$ cat src/rtl/conv_output_accumulator_if.sv
// Partial-result input stream and quantised pixel output stream of the accumulator.
// The block owns the slave side; the upstream PE chain and next layer form the master side.
interface conv_output_accumulator_if #(
    parameter int I_BW = 19,
    parameter int Q_BW = 8
);
    logic                   i_valid;
    logic                   o_ready;
    logic signed [I_BW-1:0] i_y;
    logic                   o_valid;
    logic                   i_ready;
    logic signed [Q_BW-1:0] o_q;
    logic                   o_sat;

    modport slave  (input  i_valid, i_y, i_ready, output o_ready, o_valid, o_q, o_sat);
    modport master (output i_valid, i_y, i_ready, input  o_ready, o_valid, o_q, o_sat);
endinterface

$ cat src/rtl/conv_output_accumulator.sv
// Sums C_IN channel partials per pixel, then ReLU / round-half-up shift / saturate; result visible the cycle after the last accept.
// 2-entry output buffer; o_ready drops only when the buffer is full and never depends on i_ready.
module conv_output_accumulator #(
    parameter int I_BW  = 19,
    parameter int C_IN  = 3,
    parameter int SHIFT = 4,
    parameter int Q_BW  = 8,
    parameter int RELU  = 1
) (
    input  logic                       i_clk,
    input  logic                       i_rst_n,
    input  logic                       i_clear,
    conv_output_accumulator_if.slave   io_bus
);
    localparam int ACC_BW = I_BW + $clog2(C_IN);
    localparam int CNT_BW = (C_IN > 1) ? $clog2(C_IN) : 1;
    localparam logic [CNT_BW-1:0]     LAST = CNT_BW'(C_IN - 1);
    localparam logic signed [ACC_BW:0] QMAX = {{(ACC_BW + 2 - Q_BW){1'b0}}, {(Q_BW - 1){1'b1}}};
    localparam logic signed [ACC_BW:0] QMIN = {{(ACC_BW + 2 - Q_BW){1'b1}}, {(Q_BW - 1){1'b0}}};

    logic [CNT_BW-1:0]        r_ch_cnt;
    logic signed [ACC_BW-1:0] r_acc;
    logic [Q_BW-1:0]          r_buf0;
    logic [Q_BW-1:0]          r_buf1;
    logic [1:0]               r_cnt;
    logic                     r_sat;

    logic                     w_accept;
    logic                     w_last;
    logic                     w_enq;
    logic                     w_deq;
    logic signed [ACC_BW:0]   w_y_ext;
    logic signed [ACC_BW:0]   w_base;
    logic signed [ACC_BW:0]   w_sum;
    logic signed [ACC_BW:0]   w_relu;
    logic signed [ACC_BW:0]   w_shf;
    logic                     w_sat_hi;
    logic                     w_sat_lo;
    logic [Q_BW-1:0]          w_q;

    assign io_bus.o_ready = (r_cnt < 2'd2);
    assign io_bus.o_valid = (r_cnt != 2'd0);
    assign io_bus.o_q     = (r_cnt != 2'd0) ? r_buf0 : '0;
    assign io_bus.o_sat   = r_sat;

    assign w_accept = io_bus.i_valid & io_bus.o_ready;
    assign w_last   = (r_ch_cnt == LAST);
    assign w_enq    = w_accept & w_last;
    assign w_deq    = io_bus.o_valid & io_bus.i_ready;

    // The first channel of a pixel ignores whatever the accumulator still holds.
    assign w_y_ext = {{(ACC_BW + 1 - I_BW){io_bus.i_y[I_BW-1]}}, io_bus.i_y};
    assign w_base  = (r_ch_cnt == '0) ? '0 : {r_acc[ACC_BW-1], r_acc};
    assign w_sum   = w_base + w_y_ext;
    assign w_relu  = ((RELU != 0) && w_sum[ACC_BW]) ? '0 : w_sum;

    generate
        if (SHIFT > 0) begin : g_round
            localparam logic signed [ACC_BW:0] HALF = (ACC_BW + 1)'(1) << (SHIFT - 1);
            assign w_shf = (w_relu + HALF) >>> SHIFT;
        end else begin : g_no_round
            assign w_shf = w_relu;
        end
    endgenerate

    assign w_sat_hi = (w_shf > QMAX);
    assign w_sat_lo = (w_shf < QMIN);
    assign w_q      = w_sat_hi ? QMAX[Q_BW-1:0] : (w_sat_lo ? QMIN[Q_BW-1:0] : w_shf[Q_BW-1:0]);

    always_ff @(posedge i_clk or negedge i_rst_n) begin
        if (!i_rst_n) begin
            r_ch_cnt <= '0;
            r_acc    <= '0;
            r_buf0   <= '0;
            r_buf1   <= '0;
            r_cnt    <= 2'd0;
            r_sat    <= 1'b0;
        end else if (i_clear) begin
            r_ch_cnt <= '0;
            r_acc    <= '0;
            r_buf0   <= '0;
            r_buf1   <= '0;
            r_cnt    <= 2'd0;
            r_sat    <= 1'b0;
        end else begin
            if (w_accept) begin
                if (w_last) begin
                    r_ch_cnt <= '0;
                end else begin
                    r_ch_cnt <= r_ch_cnt + 1'b1;
                    r_acc    <= w_sum[ACC_BW-1:0];
                end
            end
            if (w_enq && (w_sat_hi || w_sat_lo)) begin
                r_sat <= 1'b1;
            end
            // Enqueue while full cannot happen, so enq+deq always finds exactly one entry.
            case ({w_enq, w_deq})
                2'b10: begin
                    if (r_cnt == 2'd0) begin
                        r_buf0 <= w_q;
                    end else begin
                        r_buf1 <= w_q;
                    end
                    r_cnt <= r_cnt + 2'd1;
                end
                2'b01: begin
                    r_buf0 <= r_buf1;
                    r_cnt  <= r_cnt - 2'd1;
                end
                2'b11: begin
                    r_buf0 <= w_q;
                end
                default: begin
                end
            endcase
        end
    end
endmodule

$ cat src/flat_wrapper.sv
// flat-port wrapper written by rule: the top's interface ports become plain ports
module conv_output_accumulator_flat 
#(
    parameter int I_BW  = 19,
    parameter int C_IN  = 3,
    parameter int SHIFT = 4,
    parameter int Q_BW  = 8,
    parameter int RELU  = 1
)
  (i_clk, i_rst_n, i_clear, io_bus_i_valid, io_bus_i_y, io_bus_i_ready, io_bus_o_ready, io_bus_o_valid, io_bus_o_q, io_bus_o_sat);
  conv_output_accumulator_if #(.I_BW(I_BW), .Q_BW(Q_BW)) io_bus_i ();
  input  logic i_clk;
  input  logic i_rst_n;
  input  logic i_clear;
  input wire logic [$bits(io_bus_i.i_valid)-1:0] io_bus_i_valid;
  input wire logic [$bits(io_bus_i.i_y)-1:0] io_bus_i_y;
  input wire logic [$bits(io_bus_i.i_ready)-1:0] io_bus_i_ready;
  output wire logic [$bits(io_bus_i.o_ready)-1:0] io_bus_o_ready;
  output wire logic [$bits(io_bus_i.o_valid)-1:0] io_bus_o_valid;
  output wire logic [$bits(io_bus_i.o_q)-1:0] io_bus_o_q;
  output wire logic [$bits(io_bus_i.o_sat)-1:0] io_bus_o_sat;
  assign io_bus_i.i_valid = io_bus_i_valid;
  assign io_bus_i.i_y = io_bus_i_y;
  assign io_bus_i.i_ready = io_bus_i_ready;
  assign io_bus_o_ready = io_bus_i.o_ready;
  assign io_bus_o_valid = io_bus_i.o_valid;
  assign io_bus_o_q = io_bus_i.o_q;
  assign io_bus_o_sat = io_bus_i.o_sat;
  conv_output_accumulator #(.I_BW(I_BW), .C_IN(C_IN), .SHIFT(SHIFT), .Q_BW(Q_BW), .RELU(RELU)) u_core (.i_clk(i_clk), .i_rst_n(i_rst_n), .i_clear(i_clear), .io_bus(io_bus_i));
endmodule
$ cat config.mk
export PLATFORM = sky130hd
export DESIGN_NAME = conv_output_accumulator_flat
export DESIGN_NICKNAME = d
export VERILOG_FILES = /design/src/rtl/conv_output_accumulator_if.sv /design/src/rtl/conv_output_accumulator.sv /design/src/flat_wrapper.sv
export SDC_FILE = /design/constraint.sdc
export NUM_CORES = 1
export LEC_CHECK = 0
export CAP_MARGIN = 10
export CORE_MARGIN = 5
export CORE_UTILIZATION = 59
export DETAILED_ROUTE_END_ITERATION = 8
export HOLD_SLACK_MARGIN = 0.15
export PLACE_DENSITY = 0.9
export SLEW_MARGIN = 20
export SYNTH_ARGS = -nofsm -noshare
export SYNTH_HDL_FRONTEND = slang
export SYNTH_SLANG_ARGS = --single-unit
$ cat constraint.sdc
create_clock -name i_clk -period 6.2 [get_ports i_clk]
set_input_delay 1.55 -clock i_clk [delete_from_list [all_inputs] [get_ports i_clk]]
set_output_delay 1.55 -clock i_clk [all_outputs]
set_load 0.02 [all_outputs]
==> summary.txt, run 1 <==
Outcome
  • Status: complete, no violations

Yosys
  • Synth top area cells: dfrtp_1, ha_1, nand2_1, a21oi_1, nor2_1
  • Flops & latches, synth: 42
  • Async S/R FF share, synth: 100%
  • Yosys warns: 0
  • Synth top area share: 28.2%
  • Net Count, Synth: 527
  • Area leader, netlist: dfrtp_1
  • Synth unique cells: 62
  • Top_reg_cell synth: dfrtp_1
  • Register area share after synthesis: 28.2%
  • Cell area after synthesis: 0.00373 sq mm
  • Syn_area_per_cell: 7.77 sq um
  • Cell count after synthesis: 480
  • Number of synthesized flops with an enable pin: 0

Finish
  • Area delta synth->final: 13.6%
  • Most common cell after layout, fill and taps aside: nand2_1
  • Final std cells w/o fill: 588
  • Diode count: 0
  • Fillers: 526
  • Final nets: 557
  • Share of layout cells above drive strength 1: 6.26%
  • Final Util: 67.9%
  • Design Area, Final: 0.00424 sq mm
  • Most frequent cells in the layout: nand2_1, a21oi_1, nor2_1, dfrtp_1, clkdlybuf4s50_1

Clock tree
  • Bufs on Longest Clock Path: 2
  • CTS tree: yes
  • Root buf cell: clkbuf_8
  • Total CTS buffers: 5
  • H-tree Lvls: 2
  • Clk slew on worst S/H paths: 0.09 ns
  • Setup bufs post-CTS: 0
  • Clk Latency, worst-skew pair: 0.30 ns
  • Post-cts resize count: 0
  • Post-CTS Hold Fix Bufs: 0
  • TritonCTS Sinks: 42

Worst hold path
  • Worst Hold Depth: 2
  • HP Start: u_core.r_acc[6]
  • Sink of the worst hold path: u_core.r_acc[6]
  • Hold Crit Class: reg -> reg

Setup path
  • Crit path launch: io_bus_i_y[7]
  • Crit path largest cell delay: 0.57 ns
  • Crit-path slowest cell: or4b_4
  • R2r startpoint: u_core.r_ch_cnt[1]
  • Startpoint Class: input pin
  • Cells along the critical path: clkdlybuf4s50_1, ha_1, nand2_1, nor4_1, nand2_1, a21oi_1, or2_2, and2_1, ha_1, nand2_1, or3b_1, nor4_4, nor4b_2, o22ai_1, or4b_4, nand2_2, a311oi_1
  • Crit path max-delay family: simple AND/OR/NAND/NOR gates
  • Setup CP Type: in -> reg
  • CP Capture Type: flop
  • CP most frequent cell: nand2_1
  • CP arrival: 6.01 ns
  • R2r setup slk: 1.09 ns
  • R2R depth: 19
  • Max Fanout on Critical Path: 13
  • CP Buf/Inv Count: 1
  • Worst EP required: 6.36 ns
  • R2R Path End: u_core.r_buf1[2]

Placement
  • Port Buf Inserts: 34
  • DP Cell Count: 580
  • Pre-CTS WS: 0.0871 ns
  • Routability cong.: 0.905
  • HPWL Detailed: 7.07 mm
  • DP Area: 0.00415 sq mm

Global routing
  • GRT Resource Usage Total: 26.5%
  • Initial antenna violation count: 0
  • Number of global-route vias before repair: 3,612
  • GRT Residual Overflow: 0
  • Global-route wire length before repair: 16.7 mm
  • Largest net degree at the start of global routing: 43

STA
  • Fin Clk Skew: 0.00869 ns
  • Slew margin rel.: 38.1%
  • Fin worst setup slack: 0.348 ns
  • Final Cycle Share: 94.4%
  • Fin. max-slew vios: 0
  • Fmax: 171 MHz
  • Fin crit period: 5.85 ns
  • Final setup TNS: 0 ns
  • RSZ-0062 raised after global routing: false
  • Hold WS: 0.516 ns
  • Worst Tran Pin Value: 0.928 ns
  • Final hold vios: 0
  • Final setup vio count: 0

Pwr
  • Maximum VDD drop: 0.117 mV
  • Cell area power density: 174 mW/mm^2
  • Int Pwr: 0.472 mW
  • Clk pwr share: 25.4%
  • Total power: 0.738 mW
  • Net Sw Power: 0.267 mW
  • Net switching fraction of the power: 36.1%
  • Seq pwr share: 40.6%
  • Leakage power: 1.78 nW
  • Comb pwr share: 34.0%

Drt
  • Antenna-violating nets left: 0
  • Vias after detailed routing: 3,742
  • Avg WL per Cell: 16.8 microns
  • Drt first pass iters: 5
  • Drt total wl: 9.90 mm
  • DRC viols: 0
  • Iter 0 DRT Violations: 287
  • Post-DR vias/cell: 6.36

Floorplan
  • Total core area: 0.00624 sq mm
  • Horiz. Die Dim: 89.5 microns
  • I/O pin cnt: 35
  • DIE AREA: 0.00801 sq mm
  • Cell row count: 29
  • Effective utilization at floorplan: 59.8%
  • Die height: 89.5 microns

Flow run
  • Max-Cap Viols: 0
[cells in the mapped netlist, types with 3 or more instances]
library cell   n
dfrtp_1       42
ha_1          22
a211oi_1      15
o21a_1         5
xnor2_1       17
a21oi_1       53
o21ai_0       18
clkbuf_1      17
o211ai_1       7
nor3_1        12
or2_2          4
buf_2          3
or4_1          3
nand3_1        4
nor2_1        46
nand2b_1       8
inv_1          6
o22ai_1        8
a21o_1         5
nor4_1         3
or3_1          3
a311oi_1       6
xor2_1         7
a31oi_1        4
nand2_1       72
and3_1         3
and2_1        19
nor2b_1       26
[power groups by stage]
stage	combinational, mW	sequential [mW]	clock (mW)
2_1_floorplan	0.176	0.303	0
3_5_place_dp	0.245	0.305	0
4_1_cts	0.248	0.300	0.189
6_report	0.251	0.300	0.187
3_3_place_gp	0.240	0.305	0
5_1_grt	0.278	0.302	0.200
[tightest hold or removal path: cells and delay by family, from the launching register on]
family | cells | cell delay (ns)
AO/OA/AOI/OAI | 1 | 0.06
flip-flops | 1 | 0.35
AND/OR/NAND/NOR | 1 | 0.08
[metal layers]
layer / vias to the layer above / part of all wire [%] / global-route usage [%]
met2: 154 / 49 / 45.1
met1: 1770 / 42 / 34.1
met5: - / 0 / 0
li1: 1789 / - / -
met3: 29 / 5.8 / 3.23
met4: 0 / 2.8 / 10.8
[sequential cells by signal (all words and copies together), names as in the netlist]
signal               cells
u_core.r_acc            21
u_core.r_buf0            8
u_core.r_buf1            8
u_core.r_ch_cnt          2
u_core.r_cnt             2
u_core.io_bus.o_sat      1
[worst max-delay path by stage]
stage                             endpoint  slack (ns)  depth (start not counted)
after floorplan           u_core.r_buf1[3]        0.68                         20
after global placement    u_core.r_buf1[0]        0.18                         17
after detailed placement  u_core.r_buf1[2]        0.09                         17
after CTS                 u_core.r_buf1[0]        0.40                         17
after global routing      u_core.r_buf1[0]        0.02                         17
final                     u_core.r_buf1[2]        0.35                         17
[logic make-up (layout without fill, tap and decap cells)]
family	Yosys count	count (layout)	share of synthesized area [%]
buffers and inverters	28	59	3.12
multiplexers	2	2	0.537
AO/OA/AOI/OAI	144	144	25.3
flip-flops	42	42	28.2
adder cells (fa/ha/maj)	23	23	7.92
XOR/XNOR	24	24	5.64
AND/OR/NAND/NOR	217	217	29.3
[layout make-up]
| cell class | count | area (sq um) | area share (%) |
|---|---|---|---|
| clock buffers | 6 | 72.6 | 1.71 |
| multi-input cells | 410 | 2560 | 60.5 |
| well taps | 77 | 96.3 | 2.27 |
| inverters | 7 | 26.3 | 0.620 |
| repair buffers | 44 | 413 | 9.75 |
| clock inverters | 2 | 13.8 | 0.325 |
| flip-flops and latches | 42 | 1050 | 24.8 |
No activity file was read; power rests on OpenSTA's default activity.
==> run 2, diff against run 1 <==
--- a/config.mk
+++ b/config.mk
@@ -11,7 +11,6 @@
 export DETAILED_ROUTE_END_ITERATION = 8
 export HOLD_SLACK_MARGIN = 0.15
 export PLACE_DENSITY = 0.9
-export SLEW_MARGIN = 20
 export SYNTH_ARGS = -nofsm -noshare
 export SYNTH_HDL_FRONTEND = slang
 export SYNTH_SLANG_ARGS = --single-unit
==> run 2 against run 1 <==
Against the previous run: die area unchanged; cell count unchanged; critical path type unchanged; critical path depth unchanged; sequential power about the same; largest cell class unchanged.
==> summary.txt, run 2 (same netlist as run 1, synthesis figures left out) <==
Outcome
  • Status: complete, no violations

Global routing
  • Number of global-route vias before repair: 3,612 (unchanged)
  • Largest net degree at the start of global routing: 43 (unchanged)
  • Initial antenna violation count: 0 (unchanged)
  • Busiest grt layer: met2
  • M3 GR Usage: 3.23% (unchanged)
  • Global-route wire length before repair: 16.7 mm (unchanged)
  • GRT Residual Overflow: 0 (unchanged)
  • GRT Resource Usage Total: 26.5% (unchanged)
  • Met2 GRT Util: 45.1% (unchanged)
  • GR Layer Usage met1: 34.1% (unchanged)

Placement
  • Routability cong.: 0.905 (unchanged)
  • Port Buf Inserts: 34 (unchanged)
  • Pre-CTS WS: 0.0871 ns (unchanged)
  • HPWL Detailed: 7.07 mm (unchanged)

Drt
  • Avg WL per Cell: 16.8 microns (-0.13%)
  • Antenna-violating nets left: 0 (unchanged)
  • Post-DR vias/cell: 6.36 (-0.11%)
  • Drt total wl: 9.89 mm (-0.13%)
  • Iter 0 DRT Violations: 287 (unchanged)
  • Vias after detailed routing: 3,738 (-0.11%)
  • Drt first pass iters: 5 (unchanged)
  • DRC viols: 0 (unchanged)

Clock tree
  • Setup bufs post-CTS: 0 (unchanged)
  • CTS tree: yes
  • H-tree Lvls: 2 (unchanged)
  • Post-cts resize count: 0 (unchanged)
  • Bufs on Longest Clock Path: 2 (unchanged)
  • Root buf cell: clkbuf_8
  • Clk Latency, worst-skew pair: 0.30 ns (about the same)
  • Post-CTS Hold Fix Bufs: 0 (unchanged)
  • Clk slew on worst S/H paths: 0.09 ns (about the same)
  • TritonCTS Sinks: 42 (unchanged)
  • Total CTS buffers: 5 (unchanged)

Finish
  • Final nets: 557 (unchanged)
  • Most frequent cells in the layout: nand2_1, a21oi_1, nor2_1, dfrtp_1, clkdlybuf4s50_1
  • Most flop-heavy register: u_core.r_acc
  • Fillers: 527 (+0.19%)
  • Largest register FFs: 21 (unchanged)
  • Area delta synth->final: 13.5% (about the same)
  • Final Util: 67.8% (about the same)
  • Share of layout cells above drive strength 1: 6.26% (unchanged)
  • Registers with the most flip-flops: u_core.r_acc (21), u_core.r_buf0 (8), u_core.r_buf1 (8)
  • Most common cell after layout, fill and taps aside: nand2_1
  • Diode count: 0 (unchanged)

Setup path
  • CP most frequent cell: nand2_1
  • Crit-path slowest cell: or4b_4
  • Startpoint Class: input pin
  • Max Fanout on Critical Path: 13 (unchanged)
  • Crit path launch: io_bus_i_y[7]
  • Worst EP required: 6.35 ns (about the same)
  • Crit path largest cell delay: 0.57 ns (about the same)
  • R2r startpoint: u_core.r_ch_cnt[1]
  • Cells along the critical path: clkdlybuf4s50_1, ha_1, nand2_1, nor4_1, nand2_1, a21oi_1, or2_2, and2_1, ha_1, nand2_1, or3b_1, nor4_4, nor4b_2, o22ai_1, or4b_4, nand2_2, a311oi_1
  • Crit path max-delay family: simple AND/OR/NAND/NOR gates
  • CP Buf/Inv Count: 1 (unchanged)
  • Setup CP Type: in -> reg
  • CP arrival: 6.01 ns (about the same)
  • CP Capture Type: flop

STA
  • Slew margin rel.: 36.2% (-1.9 points)
  • Fin. max-slew vios: 0 (unchanged)
  • Fin crit period: 5.85 ns (-0.000997 ns)
  • Fmax: 171 MHz (about the same)
  • Final Cycle Share: 94.4% (about the same)
  • Final hold vios: 0 (unchanged)
  • Final setup TNS: 0 ns (unchanged)
  • Final setup vio count: 0 (unchanged)
  • Worst Tran Pin Value: 0.956 ns (+0.0283 ns)
  • Fin Clk Skew: 0.00865 ns (-0.0000400 ns)
  • Hold WS: 0.516 ns (unchanged)
  • Fin worst setup slack: 0.349 ns (+0.000997 ns)
  • RSZ-0062 raised after global routing: false

Pwr
  • Total power: 0.738 mW (about the same)
  • Cell area power density: 174 mW/mm^2 (about the same)
  • Leakage power: 1.77 nW (about the same)
  • Maximum VDD drop: 0.117 mV (about the same)

Floorplan
  • Effective utilization at floorplan: 59.8% (unchanged)
  • DIE AREA: 0.00801 sq mm (unchanged)
  • Horiz. Die Dim: 89.5 microns (unchanged)
  • Die height: 89.5 microns (unchanged)
  • Cell row count: 29 (unchanged)
  • Total core area: 0.00624 sq mm (unchanged)
  • I/O pin cnt: 35 (unchanged)

Worst hold path
  • Hold Crit Class: reg -> reg
  • HP Start: u_core.r_acc[6]

Flow run
  • Max-Cap Viols: 0 (unchanged)
run 2: layout make-up:
type / count / area, sq um / share of cell area [%]
clock buffer: 6 / 72.6 / 1.71
clock inverter: 2 / 13.8 / 0.325
inverter: 7 / 26.3 / 0.621
multi-input combinational: 410 / 2560 / 60.5
sequential: 42 / 1050 / 24.8
tap: 77 / 96.3 / 2.28
timing repair buffer: 44 / 410 / 9.70
run 2: worst register-to-register path: cells and delay by family, from the launching register on:
kind / cells / cell delay, ns
compound gates: 3 / 0.47
fa+ha+maj: 2 / 0.59
buf+inv: 1 / 0.28
simple gates: 13 / 3.19
flops: 1 / 0.42
run 2: per-stage QoR:
stage          std cells  instance area, sq um
6_report             588                  4230
5_1_grt              588                  4230
4_1_cts              588                  4230
3_5_place_dp         580                  4150
3_3_place_gp         580                  4150
2_1_floorplan        480                  3730
run 2: path summary, 6_finish.rpt:
kind	to	slack [ns]	cells past startpoint
max in group asynchronous	u_core.r_acc[9]	4.22	1
min in group asynchronous	u_core.r_acc[16]	1.39	1
worst max-delay path	u_core.r_buf1[2]	0.35	17
worst min register to register	u_core.r_acc[6]	0.52	2
worst max register to register	u_core.r_buf1[2]	1.09	19
worst min-delay path	u_core.r_acc[6]	0.52	2
run 2: layer usage:
metal / up-vias / wire, microns
li1: 1789 / -
met1: 1765 / 4160
met2: 155 / 4850
met3: 29 / 589
met4: 0 / 281
met5: - / 0
run 2: power by group:
group | internal, mW | switching [mW] | total, mW
clock network | 0.0798 | 0.107 | 0.187
logic | 0.100 | 0.151 | 0.251
registers | 0.291 | 0.00840 | 0.300
total | 0.471 | 0.267 | 0.738
==> run 3, diff against run 2 <==
--- a/config.mk
+++ b/config.mk
@@ -6,7 +6,8 @@
 export NUM_CORES = 1
 export LEC_CHECK = 0
 export CAP_MARGIN = 10
-export CORE_MARGIN = 5
+export CORE_ASPECT_RATIO = 0.75
+export CORE_MARGIN = 2
 export CORE_UTILIZATION = 59
 export DETAILED_ROUTE_END_ITERATION = 8
 export HOLD_SLACK_MARGIN = 0.15
==> run 3 against run 2 <==
Against the previous run: fmax shrank 0.21%; design area grew 0.59%; setup slack lost 0.013 ns; sequential power is essentially flat; critical path depth is the same; critical endpoint is now u_core.r_buf1[0]; largest power group unchanged; combinational power is essentially flat; clock power grew 4%.
==> summary.txt, run 3 (same netlist as run 1, synthesis figures left out) <==
STA
  • Final setup vio count: 0 (unchanged)
  • Fmax: 171 MHz (-0.21%)
  • Final hold vios: 0 (unchanged)
  • Worst Tran Pin Value: 0.967 ns (+0.0102 ns)
  • Final Cycle Share: 94.6% (+0.20 points)
  • Fin. max-slew vios: 0 (unchanged)
  • Slew margin rel.: 35.6% (-0.68 points)
  • RSZ-0062 raised after global routing: false
  • Fin Clk Skew: 0.0112 ns (+0.00250 ns)
  • Fin crit period: 5.86 ns (+0.0125 ns)
  • Final setup TNS: 0 ns (unchanged)

Drt
  • Iter 0 DRT Violations: 264 (-8.0%)
  • Drt first pass iters: 5 (unchanged)
  • DRC viols: 0 (unchanged)
  • Antenna-violating nets left: 0 (unchanged)
  • Drt total wl: 9.95 mm (+0.65%)
  • Avg WL per Cell: 16.8 microns (-0.20%)
  • Vias after detailed routing: 3,761 (+0.62%)
  • Post-DR vias/cell: 6.34 (-0.23%)

Clock tree
  • Total CTS buffers: 5 (unchanged)
  • Bufs on Longest Clock Path: 2 (unchanged)
  • Root buf cell: clkbuf_8
  • Post-CTS Hold Fix Bufs: 0 (unchanged)
  • TritonCTS Sinks: 42 (unchanged)
  • H-tree Lvls: 2 (unchanged)
  • Clk Latency, worst-skew pair: 0.31 ns (about the same)
  • CTS tree: yes
  • Clk slew on worst S/H paths: 0.09 ns (about the same)

Placement
  • DP Area: 0.00416 sq mm (+0.30%)
  • Routability cong.: 1.02 (+13%)
  • HPWL Detailed: 7.11 mm (+0.55%)
  • Port Buf Inserts: 34 (unchanged)

Finish
  • Share of layout cells above drive strength 1: 6.84% (+0.57 points)
  • Most frequent cells in the layout: nand2_1, a21oi_1, nor2_1, dfrtp_1, clkdlybuf4s50_1
  • Design Area, Final: 0.00426 sq mm (+0.59%)
  • Most flop-heavy register: u_core.r_acc
  • Registers with the most flip-flops: u_core.r_acc (21), u_core.r_buf0 (8), u_core.r_buf1 (8)
  • Most common cell after layout, fill and taps aside: nand2_1
  • Area delta synth->final: 14.2%
  • Diode count: 0 (unchanged)
  • Final nets: 558 (+0.18%)
  • Largest register FFs: 21 (unchanged)

Setup path
  • R2R depth: 19 (unchanged)
  • CP arrival: 6.03 ns (+0.02 ns)
  • Startpoint Class: input pin
  • R2r setup slk: 1.05 ns (-0.04 ns)
  • CP Capture Type: flop
  • Setup CP Type: in -> reg
  • R2R Path End: u_core.r_buf1[0]
  • Max Fanout on Critical Path: 13 (unchanged)
  • R2r startpoint: u_core.r_ch_cnt[1]
  • Worst EP required: 6.36 ns (about the same)

Worst hold path
  • Hold Crit Class: reg -> reg
  • HP Start: u_core.r_buf0[7]
  • Sink of the worst hold path: u_core.r_buf0[7]
  • Worst Hold Depth: 1 (-1)

Floorplan
  • Cell row count: 25 (-14%)
  • DIE AREA: 0.00698 sq mm (-13%)
  • I/O pin cnt: 35 (unchanged)
  • Effective utilization at floorplan: 60.2% (+0.46 points)
  • Horiz. Die Dim: 95.8 microns (+7.0%)
  • Die height: 72.9 microns (-19%)
  • Total core area: 0.00619 sq mm (-0.76%)

Global routing
  • GRT Residual Overflow: 0 (unchanged)
  • Initial antenna violation count: 0 (unchanged)
  • GRT Resource Usage Total: 30.1% (+3.6 points)
  • Largest net degree at the start of global routing: 43 (unchanged)
  • Global-route wire length before repair: 16.5 mm (-1.0%)
  • Number of global-route vias before repair: 3,567 (-1.2%)

Pwr
  • Maximum VDD drop: 0.0968 mV (-17%)
  • Cell area power density: 176 mW/mm^2 (+0.77%)
  • Leakage power: 1.78 nW (about the same)

Outcome
  • Status: complete, no violations

Flow run
  • Max-Cap Viols: 0 (unchanged)
==> run 3: metrics by stage <==
| stage | utilization, % | std cells | setup slack, ns | hold slack, ns | power, mW |
|---|---|---|---|---|---|
| floorplan | - | 480 | 0.679 | 0.447 | 0.478 |
| global placement | 67.2 | 585 | 0.260 | 0.487 | 0.542 |
| detailed placement | 67.2 | 585 | 0.0957 | 0.495 | 0.550 |
| CTS | 68.6 | 593 | 0.418 | 0.515 | 0.746 |
| global route | 68.7 | 593 | 0.0500 | 0.541 | 0.789 |
| finish | 68.7 | 593 | 0.337 | 0.516 | 0.748 |
==> run 3: worst max path at each step <==
stage	slack, ns	to	depth (start not counted)	start
2_1_floorplan	0.68	u_core.r_buf1[3]	20	io_bus_i_y[11]
5_1_grt	0.05	u_core.r_buf1[0]	17	io_bus_i_y[4]
6_report	0.34	u_core.r_buf1[0]	17	io_bus_i_y[4]
4_1_cts	0.42	u_core.r_buf1[0]	17	io_bus_i_y[6]
3_5_place_dp	0.1	u_core.r_buf1[6]	17	io_bus_i_y[8]
3_3_place_gp	0.26	u_core.r_buf1[0]	17	io_bus_i_y[4]
==> run 3: routing by layer <==
layer	routed length (microns)	vias up	global-route usage, %
met1	4650	1775	41.8
li1	-	1793	-
met4	197	0	11.4
met3	642	26	4.44
met2	4460	167	47.6
met5	0	-	0
==> run 3: power by group <==
group          total (mW)  switching, mW  internal (mW)
sequential          0.300        0.00883          0.291
clock               0.195          0.114         0.0808
combinational       0.253          0.153         0.0999
total               0.748          0.276          0.472
==> run 3: repair_timing <==
item | CTS | global route
setup buffers | 0 | 0
endpoints found under the setup margin | 0 | 4
resized for setup | 0 | 1
==> run 3: layout make-up <==
class,instances,area (sq um)
multi-input cells,410,2570
fillers,495,1940
flip-flops and latches,42,1050
repair buffers,45,418
well taps,81,101
clock buffers,5,68.8
inverters,7,26.3
clock inverters,3,23.8
==> run 3: critical path, stage by stage <==
cell	delay (ns)
clkdlybuf4s50_1	0.40
ha_1	0.41
o211ai_1	0.17
o21ai_0	0.37
nand2_1	0.16
a21oi_1	0.23
or2_2	0.22
and2_1	0.15
ha_1	0.18
nand2_1	0.07
or3b_1	0.43
nor4_4	0.34
nor4b_2	0.27
o22ai_1	0.10
or4b_4	0.58
nand2_2	0.25
a311oi_1	0.14
